**src/rtl/iq_modulator.sv**
```systemverilog
// Zero-order-hold I/Q upsampler and quadrature mixer producing RF = I*cos - Q*sin.
// Latency: held sample to RF_OUT is 2 clk_in edges. One-pair skid buffer; s_ready opens when the buffer is empty or drains at the wrap.
// Backpressure: s_ready is combinational from en, buffer state and the hold counter; no other stalls.

// Free-running DDS with a parabolic sine: exact at 0/90/180/270 degrees, one register of latency.
// Latency: output is registered one edge after the phase accumulator.
// Backpressure: none; runs every cycle and is never reset.
module DDS_Gen #(
   parameter int OUTPUT_WIDTH = 12,
   parameter int PHASE_WIDTH  = 32
) (
   input  logic                           clk_in,
   input  logic [PHASE_WIDTH-1:0]         Fre_word,
   input  logic [PHASE_WIDTH-1:0]         Pha_word,
   output logic signed [OUTPUT_WIDTH-1:0] wave_out
);
   localparam logic [63:0] AMP = 64'((1 << (OUTPUT_WIDTH - 1)) - 1);

   logic [PHASE_WIDTH-1:0]         acc;
   logic [15:0]                    ph;
   logic signed [OUTPUT_WIDTH-1:0] mag;

   always_ff @(posedge clk_in) begin
      acc <= acc + Fre_word;
   end

   // ph[15] selects the negative half-wave; 4p(1-p) over the half-wave gives the magnitude.
   assign ph  = 16'((acc + Pha_word) >> (PHASE_WIDTH - 16));
   assign mag = OUTPUT_WIDTH'((64'(ph[14:0]) * (64'd32768 - 64'(ph[14:0])) * AMP) >> 28);

   always_ff @(posedge clk_in) begin
      wave_out <= ph[15] ? -mag : mag;
   end
endmodule

module iq_modulator #(
   parameter int INPUT_WIDTH  = 12,
   parameter int OUTPUT_WIDTH = 12,
   parameter int CNT_WIDTH    = 10,
   parameter int LO_WIDTH     = 12
) (
   input  logic                           clk_in,
   input  logic                           RST,
   input  logic                           en,
   input  logic [31:0]                    LO_fre,
   input  logic [CNT_WIDTH-1:0]           N,
   input  logic signed [INPUT_WIDTH-1:0]  I_IN,
   input  logic signed [INPUT_WIDTH-1:0]  Q_IN,
   input  logic                           s_valid,
   output logic                           s_ready,
   output logic signed [OUTPUT_WIDTH-1:0] RF_OUT,
   output logic                           sample_tick,
   output logic                           underflow
);
   localparam int PW = INPUT_WIDTH + LO_WIDTH;
   localparam int SW = PW + 1;
   localparam logic signed [SW-1:0] LIM_HI = SW'((2 ** (OUTPUT_WIDTH - 1)) - 1);
   localparam logic signed [SW-1:0] LIM_LO = SW'(-(2 ** (OUTPUT_WIDTH - 1)));

   typedef enum logic [1:0] {IDLE, RUN, UNDERRUN} state_t;

   logic signed [LO_WIDTH-1:0]    lo_sin, lo_cos;
   logic [CNT_WIDTH-1:0]          cnt, neff;
   logic                          wrap, accept;
   logic signed [INPUT_WIDTH-1:0] buf_i, buf_q, cur_i, cur_q, cur_i_d, cur_q_d;
   logic                          buf_valid;
   state_t                        state, state_d;
   logic                          underflow_d, tick_d;
   logic signed [PW-1:0]          p_i, p_q;
   logic signed [SW-1:0]          sum, shr;
   logic signed [OUTPUT_WIDTH-1:0] rf_d;

   DDS_Gen #(.OUTPUT_WIDTH(LO_WIDTH), .PHASE_WIDTH(32)) u_lo_sin (
      .clk_in   (clk_in),
      .Fre_word (LO_fre),
      .Pha_word (32'h0000_0000),
      .wave_out (lo_sin)
   );

   DDS_Gen #(.OUTPUT_WIDTH(LO_WIDTH), .PHASE_WIDTH(32)) u_lo_cos (
      .clk_in   (clk_in),
      .Fre_word (LO_fre),
      .Pha_word (32'h4000_0000),
      .wave_out (lo_cos)
   );

   // >= rather than == so a shrinking N mid-hold wraps at once instead of counting through the rollover.
   assign neff    = (N == '0) ? CNT_WIDTH'(1) : N;
   assign wrap    = (cnt >= neff - CNT_WIDTH'(1));
   assign s_ready = en && (!buf_valid || wrap);
   assign accept  = s_valid && s_ready;

   always_ff @(posedge clk_in or negedge RST) begin
      if (!RST) begin
         cnt       <= '0;
         buf_valid <= 1'b0;
         buf_i     <= '0;
         buf_q     <= '0;
      end else if (!en) begin
         cnt       <= '0;
         buf_valid <= 1'b0;
      end else begin
         cnt <= wrap ? '0 : cnt + CNT_WIDTH'(1);
         if (accept) begin
            buf_i     <= I_IN;
            buf_q     <= Q_IN;
            buf_valid <= 1'b1;
         end else if (wrap) begin
            buf_valid <= 1'b0;
         end
      end
   end

   always_comb begin
      state_d     = state;
      cur_i_d     = cur_i;
      cur_q_d     = cur_q;
      underflow_d = underflow;
      tick_d      = 1'b0;
      if (!en) begin
         state_d     = IDLE;
         cur_i_d     = '0;
         cur_q_d     = '0;
         underflow_d = 1'b0;
      end else if (wrap) begin
         if (buf_valid) begin
            cur_i_d = buf_i;
            cur_q_d = buf_q;
            tick_d  = 1'b1;
            state_d = RUN;
         end else begin
            cur_i_d = '0;
            cur_q_d = '0;
            case (state)
               IDLE:     state_d = IDLE;
               RUN: begin
                  state_d     = UNDERRUN;
                  underflow_d = 1'b1;
               end
               UNDERRUN: state_d = UNDERRUN;
               default:  state_d = IDLE;
            endcase
         end
      end
   end

   always_ff @(posedge clk_in or negedge RST) begin
      if (!RST) begin
         state       <= IDLE;
         cur_i       <= '0;
         cur_q       <= '0;
         underflow   <= 1'b0;
         sample_tick <= 1'b0;
      end else begin
         state       <= state_d;
         cur_i       <= cur_i_d;
         cur_q       <= cur_q_d;
         underflow   <= underflow_d;
         sample_tick <= tick_d;
      end
   end

   // Products are cleared while disabled so RF_OUT settles to zero two edges after en falls.
   always_ff @(posedge clk_in or negedge RST) begin
      if (!RST) begin
         p_i <= '0;
         p_q <= '0;
      end else if (!en) begin
         p_i <= '0;
         p_q <= '0;
      end else begin
         p_i <= PW'(cur_i) * PW'(lo_cos);
         p_q <= PW'(cur_q) * PW'(lo_sin);
      end
   end

   assign sum = SW'(p_i) - SW'(p_q);
   assign shr = sum >>> (LO_WIDTH - 1);

   always_comb begin
      rf_d = shr[OUTPUT_WIDTH-1:0];
      if (shr > LIM_HI) begin
         rf_d = LIM_HI[OUTPUT_WIDTH-1:0];
      end else if (shr < LIM_LO) begin
         rf_d = LIM_LO[OUTPUT_WIDTH-1:0];
      end
   end

   always_ff @(posedge clk_in or negedge RST) begin
      if (!RST) begin
         RF_OUT <= '0;
      end else begin
         RF_OUT <= rf_d;
      end
   end
endmodule

```
**config.mk**
```make
export PLATFORM = sky130hd
export DESIGN_NAME = iq_modulator
export DESIGN_NICKNAME = d
export VERILOG_FILES = /design/src/rtl/iq_modulator.sv
export SDC_FILE = /design/constraint.sdc
export NUM_CORES = 2
export LEC_CHECK = 0
export CAP_MARGIN = 40
export CORE_MARGIN = 2
export CORE_UTILIZATION = 62
export DETAILED_ROUTE_END_ITERATION = 12
export GPL_TIMING_DRIVEN = 0
export PLACE_DENSITY = 0.79
export SLEW_MARGIN = 20
export SYNTH_ARGS = -nofsm -noshare
export SYNTH_HDL_FRONTEND = slang
export SYNTH_SLANG_ARGS = --single-unit
```
**constraint.sdc**
```tcl
create_clock -name clk_in -period 30.2 [get_ports clk_in]
set_input_delay 9.06 -clock clk_in [delete_from_list [all_inputs] [get_ports clk_in]]
set_output_delay 9.06 -clock clk_in [all_outputs]
set_load 0.03 [all_outputs]
```
# After elaboration in Yosys (flattened, before gate mapping)
# Cells that the tools add are included.
word_totals:
  out_inout_bits: 15
  in_bits: 70
  ff_bits: 211
op_classes:
  reduce_logical: 8
  add_sub_neg: 10
  order_cmp: 3
  mul: 6
  n_mux: 29
  n_eq_ne: 6
ops:
  columns: ["op", "count"]
  rows:
  - ["multiplier 15 x 64 -> 64 bit", 2]
  - ["multiplier 64 x 11 -> 40 bit, second input constant", 2]
  - ["two-way mux 12 bit", 10]
  - ["adder 32 bit", 2]
  - ["multiplier 12 x 12 -> 24 bit", 2]
  - ["two-way mux 24 bit", 2]
  - ["subtractor 16 x 15 -> 17 bit, first input constant", 2]
  - ["adder 32 x 31 -> 32 bit, second input constant", 1]
  - ["two-way mux 10 bit", 3]
  - ["subtractor 24 x 24 -> 25 bit", 1]
  - ["negator 12 bit", 2]
  - ["greater-than comparator 14 x 12 -> 1 bit, second input constant", 1]
  - ["< comparator 14 x 12 -> 1 bit, second input constant", 1]
  - ["adder 10 x 1 -> 10 bit, second input constant", 1]
  - ["greater-or-equal comparator 10 bit", 1]
  - ["logical NOT 10 bit", 1]
  - ["two-way mux 1 bit", 10]
  - ["subtractor 10 x 1 -> 10 bit, second input constant", 1]
  - ["two-way mux 2 bit", 4]
  - ["!= test 2 x 1 -> 1 bit, second input constant", 2]
  - ["!= test 3 x 1 -> 1 bit, second input constant", 1]
  - ["AND reduction 3 bit", 1]
  - ["equality test 2 x 1 -> 1 bit, second input constant", 1]
  - ["equality test 2 bit, second input constant", 1]
  - ["other kinds (6)", 7]

# Logic depth before layout (Yosys ltp)
depth:
  word_depth: 9
  ltp_mapped: 55
  ltp_nobuf: 53

# Cells and area by module
# From an unflattened synthesis, not the netlist that was laid out.
unflattened:
  cells_unflattened: 6175
  hier_area_um2: 56235.2
modules_own_cells:
  columns: ["module", "cells_per_inst", "seq_area_each_um2", "area_per_inst_um2", "instances"]
  rows:
  - ["DDS_Gen (u_lo_cos)", 2218, 880.8, 19906.6, 1]
  - ["DDS_Gen (u_lo_sin)", 2211, 880.8, 19865.3, 1]
  - ["iq_modulator", 1746, 3078.0, 16463.3, 1]

# Worst setup path after synthesis
# Ideal clock, no wire load.
synth_path:
  path_type: "input-to-output"
  start: "input port N[5]"
  end: "output port s_ready"
  path_slack_ns: 9.188
  path_buffers: 0
  arrival_ns: 11.952
  path_stages: 17
  cell_sequence: "nor3_1 > nand2_1 > or4_1 > nor2_1 > nor2_1 > ha_1 > ha_1 > a21o_1 > a21o_1 > a21o_1 > a21o_1 > a21o_1 > a21o_1 > a21oi_1 > o21ai_1 > nor2_1 > nor2_1"
synth_via:
  elab_chain_len: 6
synth_rtl:
  columns: ["element", "line", "rtl"]
  rows:
  - ["start: declaration", "46", "input logic [CNT_WIDTH-1:0] N,"]
  - ["logical NOT 10 bit", "88", "assign neff = (N == '0) ? CNT_WIDTH'(1) : N;"]
  - ["two-way mux 10 bit *", "88", null]
  - ["subtractor 10 x 1 -> 10 bit *", "89", "assign wrap = (cnt >= neff - CNT_WIDTH'(1));"]
  - ["greater-or-equal comparator 10 bit *", "89", null]
  - ["logical OR 1 bit *", "90", "assign s_ready = en && (!buf_valid || wrap);"]
  - ["logical AND 1 bit *", "90", null]
  - ["end: declaration", "50", "output logic s_ready,"]
# Mark *: on every way between the ends. The rest lies on a longest branch, timed or not.

# Final worst setup path
# Same ends and word-level chain as after synthesis.

==> flow_summary_export.csv <==
group,metric,value,unit
worst_setup_path,cpPeakStageDelay,620,ps
worst_setup_path,crit_path_start,"N[5]",
logic_synthesis,syn-cell-area,0.0520,sq mm
worst_setup_path,timing.critical_path.mode_cell,"a21o_1",
floorplanning,core_region_area,0.0833,sq mm
sta,worstMarginPinSlew,968,ps
clock_network,clkTransAtPathRegs,60,ps
clock_network,root_buffer,"clkbuf_16",
sta,skew,23.7,ps
placement,io_buffers,84,
layout,fin_nets,7353,
sta,setup_ws,7790,ps
logic_synthesis,synth-edff-count,0,
detailed_routing,detail-route-antenna-nets,0,
detailed_routing,detail_route.wl_per_cell,16.9,um
worst_setup_path,cpMaxStageDelayCell,"clkdlybuf4s50_1",
floorplanning,ios,85,
status,status,"completed",
logic_synthesis,synthArstFlopShare,58.3,%
worst_setup_path,endpoint,"s_ready",
logic_synthesis,seq_area_frac_synth,9.31,%
logic_synthesis,syn_avg_cell_area,9.45,sq um
detailed_routing,viasPerCell,5.41,
clock_network,tritoncts,"yes",
clock_network,htree_levels,1,
floorplanning,die_w,294,um
worst_setup_path,crit_chain,"clkdlybuf4s50_1, nor3_1, nand2_1, or4_1, nor2_1, nor2_1, ha_1, ha_1, a21o_1, a21o_1, a21o_1, a21o_1, a21o_1, a21o_1, a21oi_1, o21ai_1, nor2_1, nor2_1, clkdlybuf4s50_1",
sta,period_needed,22410,ps
worst_setup_path,critical_path_class,"in -> out",
clock_network,hold_buffers,0,
sta,finalSetupViolCount,0,
detailed_routing,post-route-drc-count,0,
logic_synthesis,synth_top_area_share,40.3,%
logic_synthesis,yosys_warnings,0,
sta,hold_viol_final,0,
worst_setup_path,rrSetupSlack,15220,ps
layout,num-fill-cells,6462,
floorplanning,initial_core_util,62.4,%
clock_network,post_cts_resized,0,
global_routing,gr-usage-all-layers,27.7,%
clock_network,cts_num_sinks,211,
layout,multiInputGateArea,0.0417,sq mm
layout,sequential_cell_area,0.00484,sq mm
global_routing,antenna_found_initial,1,
worst_setup_path,cp-start-kind,"input port",
detailed_routing,drt_iter0_drc,2108,
worst_setup_path,worstReg2RegEnd,"u_lo_sin.wave_out[11]$_DFF_P_",
logic_synthesis,syn_inst,5505,
detailed_routing,vias,36500,
sta,rsz0062_at_grt,"no",
logic_synthesis,synthDistinctLibCells,84,
sta,fmax,44.6,MHz
layout,layout_common_cells,"inv_1, fa_1, ha_1, nand2_1, nor2_1",
sta,finalCritPeriodShare,74.2,%
clock_network,post-cts-setup-buffers,0,
layout,area_growth,6.16,%
sta,whs,447,ps
clock_network,ctsLongestPathBuffers,3,
logic_synthesis,ys.flop_type,"dfrtp_1",
sta,slew_violations,0,
layout,n_antenna_cell,0,
logic_synthesis,synth_area_leader_cell,"fa_1",
global_routing,grt_max_degree,65,
detailed_routing,wl,114000,um
placement,pre_cts_slack,7800,ps
floorplanning,die_area,0.0862,sq mm
min_path,hold_class,"reg -> reg",
worst_setup_path,required,21140,ps
clock_network,worstSkewPairLatency,580,ps
global_routing,grt_pass1_vias,39800,
placement,place.gp.congestion,0.947,
worst_setup_path,crit_path_end_kind,"primary output",
floorplanning,die_y,294,um
sta,setup_tns,0,ps
detailed_routing,first_pass_iters,7,
floorplanning,rows,106,
worst_setup_path,reg2reg_depth,49,
layout,drive_gt1_share,1.82,%
logic_synthesis,synth_area_leaders,"fa_1, ha_1, inv_1",
min_path,hp-start,"u_lo_cos.acc[0]$_DFF_P_",
placement,place_hpwl,98600,um
clock_network,cts_buffers,25,
layout,final_common_cell,"inv_1",
worst_setup_path,worstReg2RegStart,"u_lo_sin.acc[17]$_DFF_P_",
worst_setup_path,worstPathArrival,13350,ps
global_routing,grt-ovfl-total,0,
global_routing,grt_pass1_wl,194000,um
logic_synthesis,synth-seq-cells,211,
worst_setup_path,crit_fanout,7,
sta,max_slew_margin,33.8,%
job,drv_cap,0,
-- synthesized netlist by cell type, types with 20 or more instances --
master,number
a21o_1,112
o21a_1,29
o21bai_1,24
nand3_1,54
nor3_1,47
mux2_2,25
nand2b_1,157
nor2b_1,219
xnor2_1,197
and2_1,149
o21ai_0,90
fa_1,1048
a21oi_1,165
inv_1,1347
and3_1,22
nand2_1,304
a22o_1,24
ha_1,580
dfrtp_1,123
xor2_1,82
nor2_1,238
clkbuf_1,131
a211oi_1,20
dfxtp_1,88
-- logic make-up after synthesis --
family,after synthesis,share of synthesized area [%]
compound gates,604,7.79
xor+xnor,280,4.73
fa+ha+maj,1632,54.4
buf+inv,1485,10.7
flops,211,9.31
mux,28,0.599
other cells,2,0.0144
simple gates,1263,12.5
-- area by class of cell --
type                            count  share of cell area (%)
Buffer                            137                   0.934
Clock buffer                       36                    1.26
Clock inverter                     10                   0.190
Inverter                         1348                    9.17
Multi-Input combinational cell   3839                    75.5
Sequential cell                   211                    8.77
Tap cell                         1080                    2.45
Timing Repair Buffer               93                    1.70
-- metal layers --
metal / wire length (um) / global-route usage, %
met3: 7140 / 3.93
met1: 48600 / 36.9
met4: 3270 / 6.86
met5: 10 / 0
met2: 54900 / 48.1
-- sequential cells by signal, summed over array words and instances (netlist names) --
register	count
state	2
buf_i	12
u_lo_cos.acc	32
cnt	10
p_i	24
sample_tick	1
buf_q	12
RF_OUT	12
cur_i	12
u_lo_sin.wave_out	12
underflow	1
cur_q	12
u_lo_cos.wave_out	12
p_q	24
u_lo_sin.acc	32
buf_valid	1
-- through the flow --
stage	std cells	utilization (%)	area [sq um]
floorplan	5535	-	52100
global placement	6699	65.2	54300
detailed placement	6702	65.3	54300
CTS	6748	66.2	55200
global route	6754	66.3	55200
finish	6754	66.3	55200
-- worst min path at each step --
stage	cells past startpoint	end	slack, ps
after detailed placement	1	u_lo_sin.acc[0]$_DFF_P_	430
after CTS	1	u_lo_cos.acc[0]$_DFF_P_	450
after floorplan	1	u_lo_cos.acc[0]$_DFF_P_	420
after global routing	1	u_lo_cos.acc[0]$_DFF_P_	460
final	1	u_lo_cos.acc[0]$_DFF_P_	450
after global placement	1	u_lo_sin.acc[0]$_DFF_P_	430
-- critical path: cells and delay by family --
kind / cells / cell delay (ps)
compound gates: 8 / 1420
fa+ha+maj: 2 / 550
buf+inv: 2 / 1090
simple gates: 7 / 1220
Power is left out: the tool's default activity adds up to more than one toggle a clock period on the data nets, which glitch-free logic cannot reach.
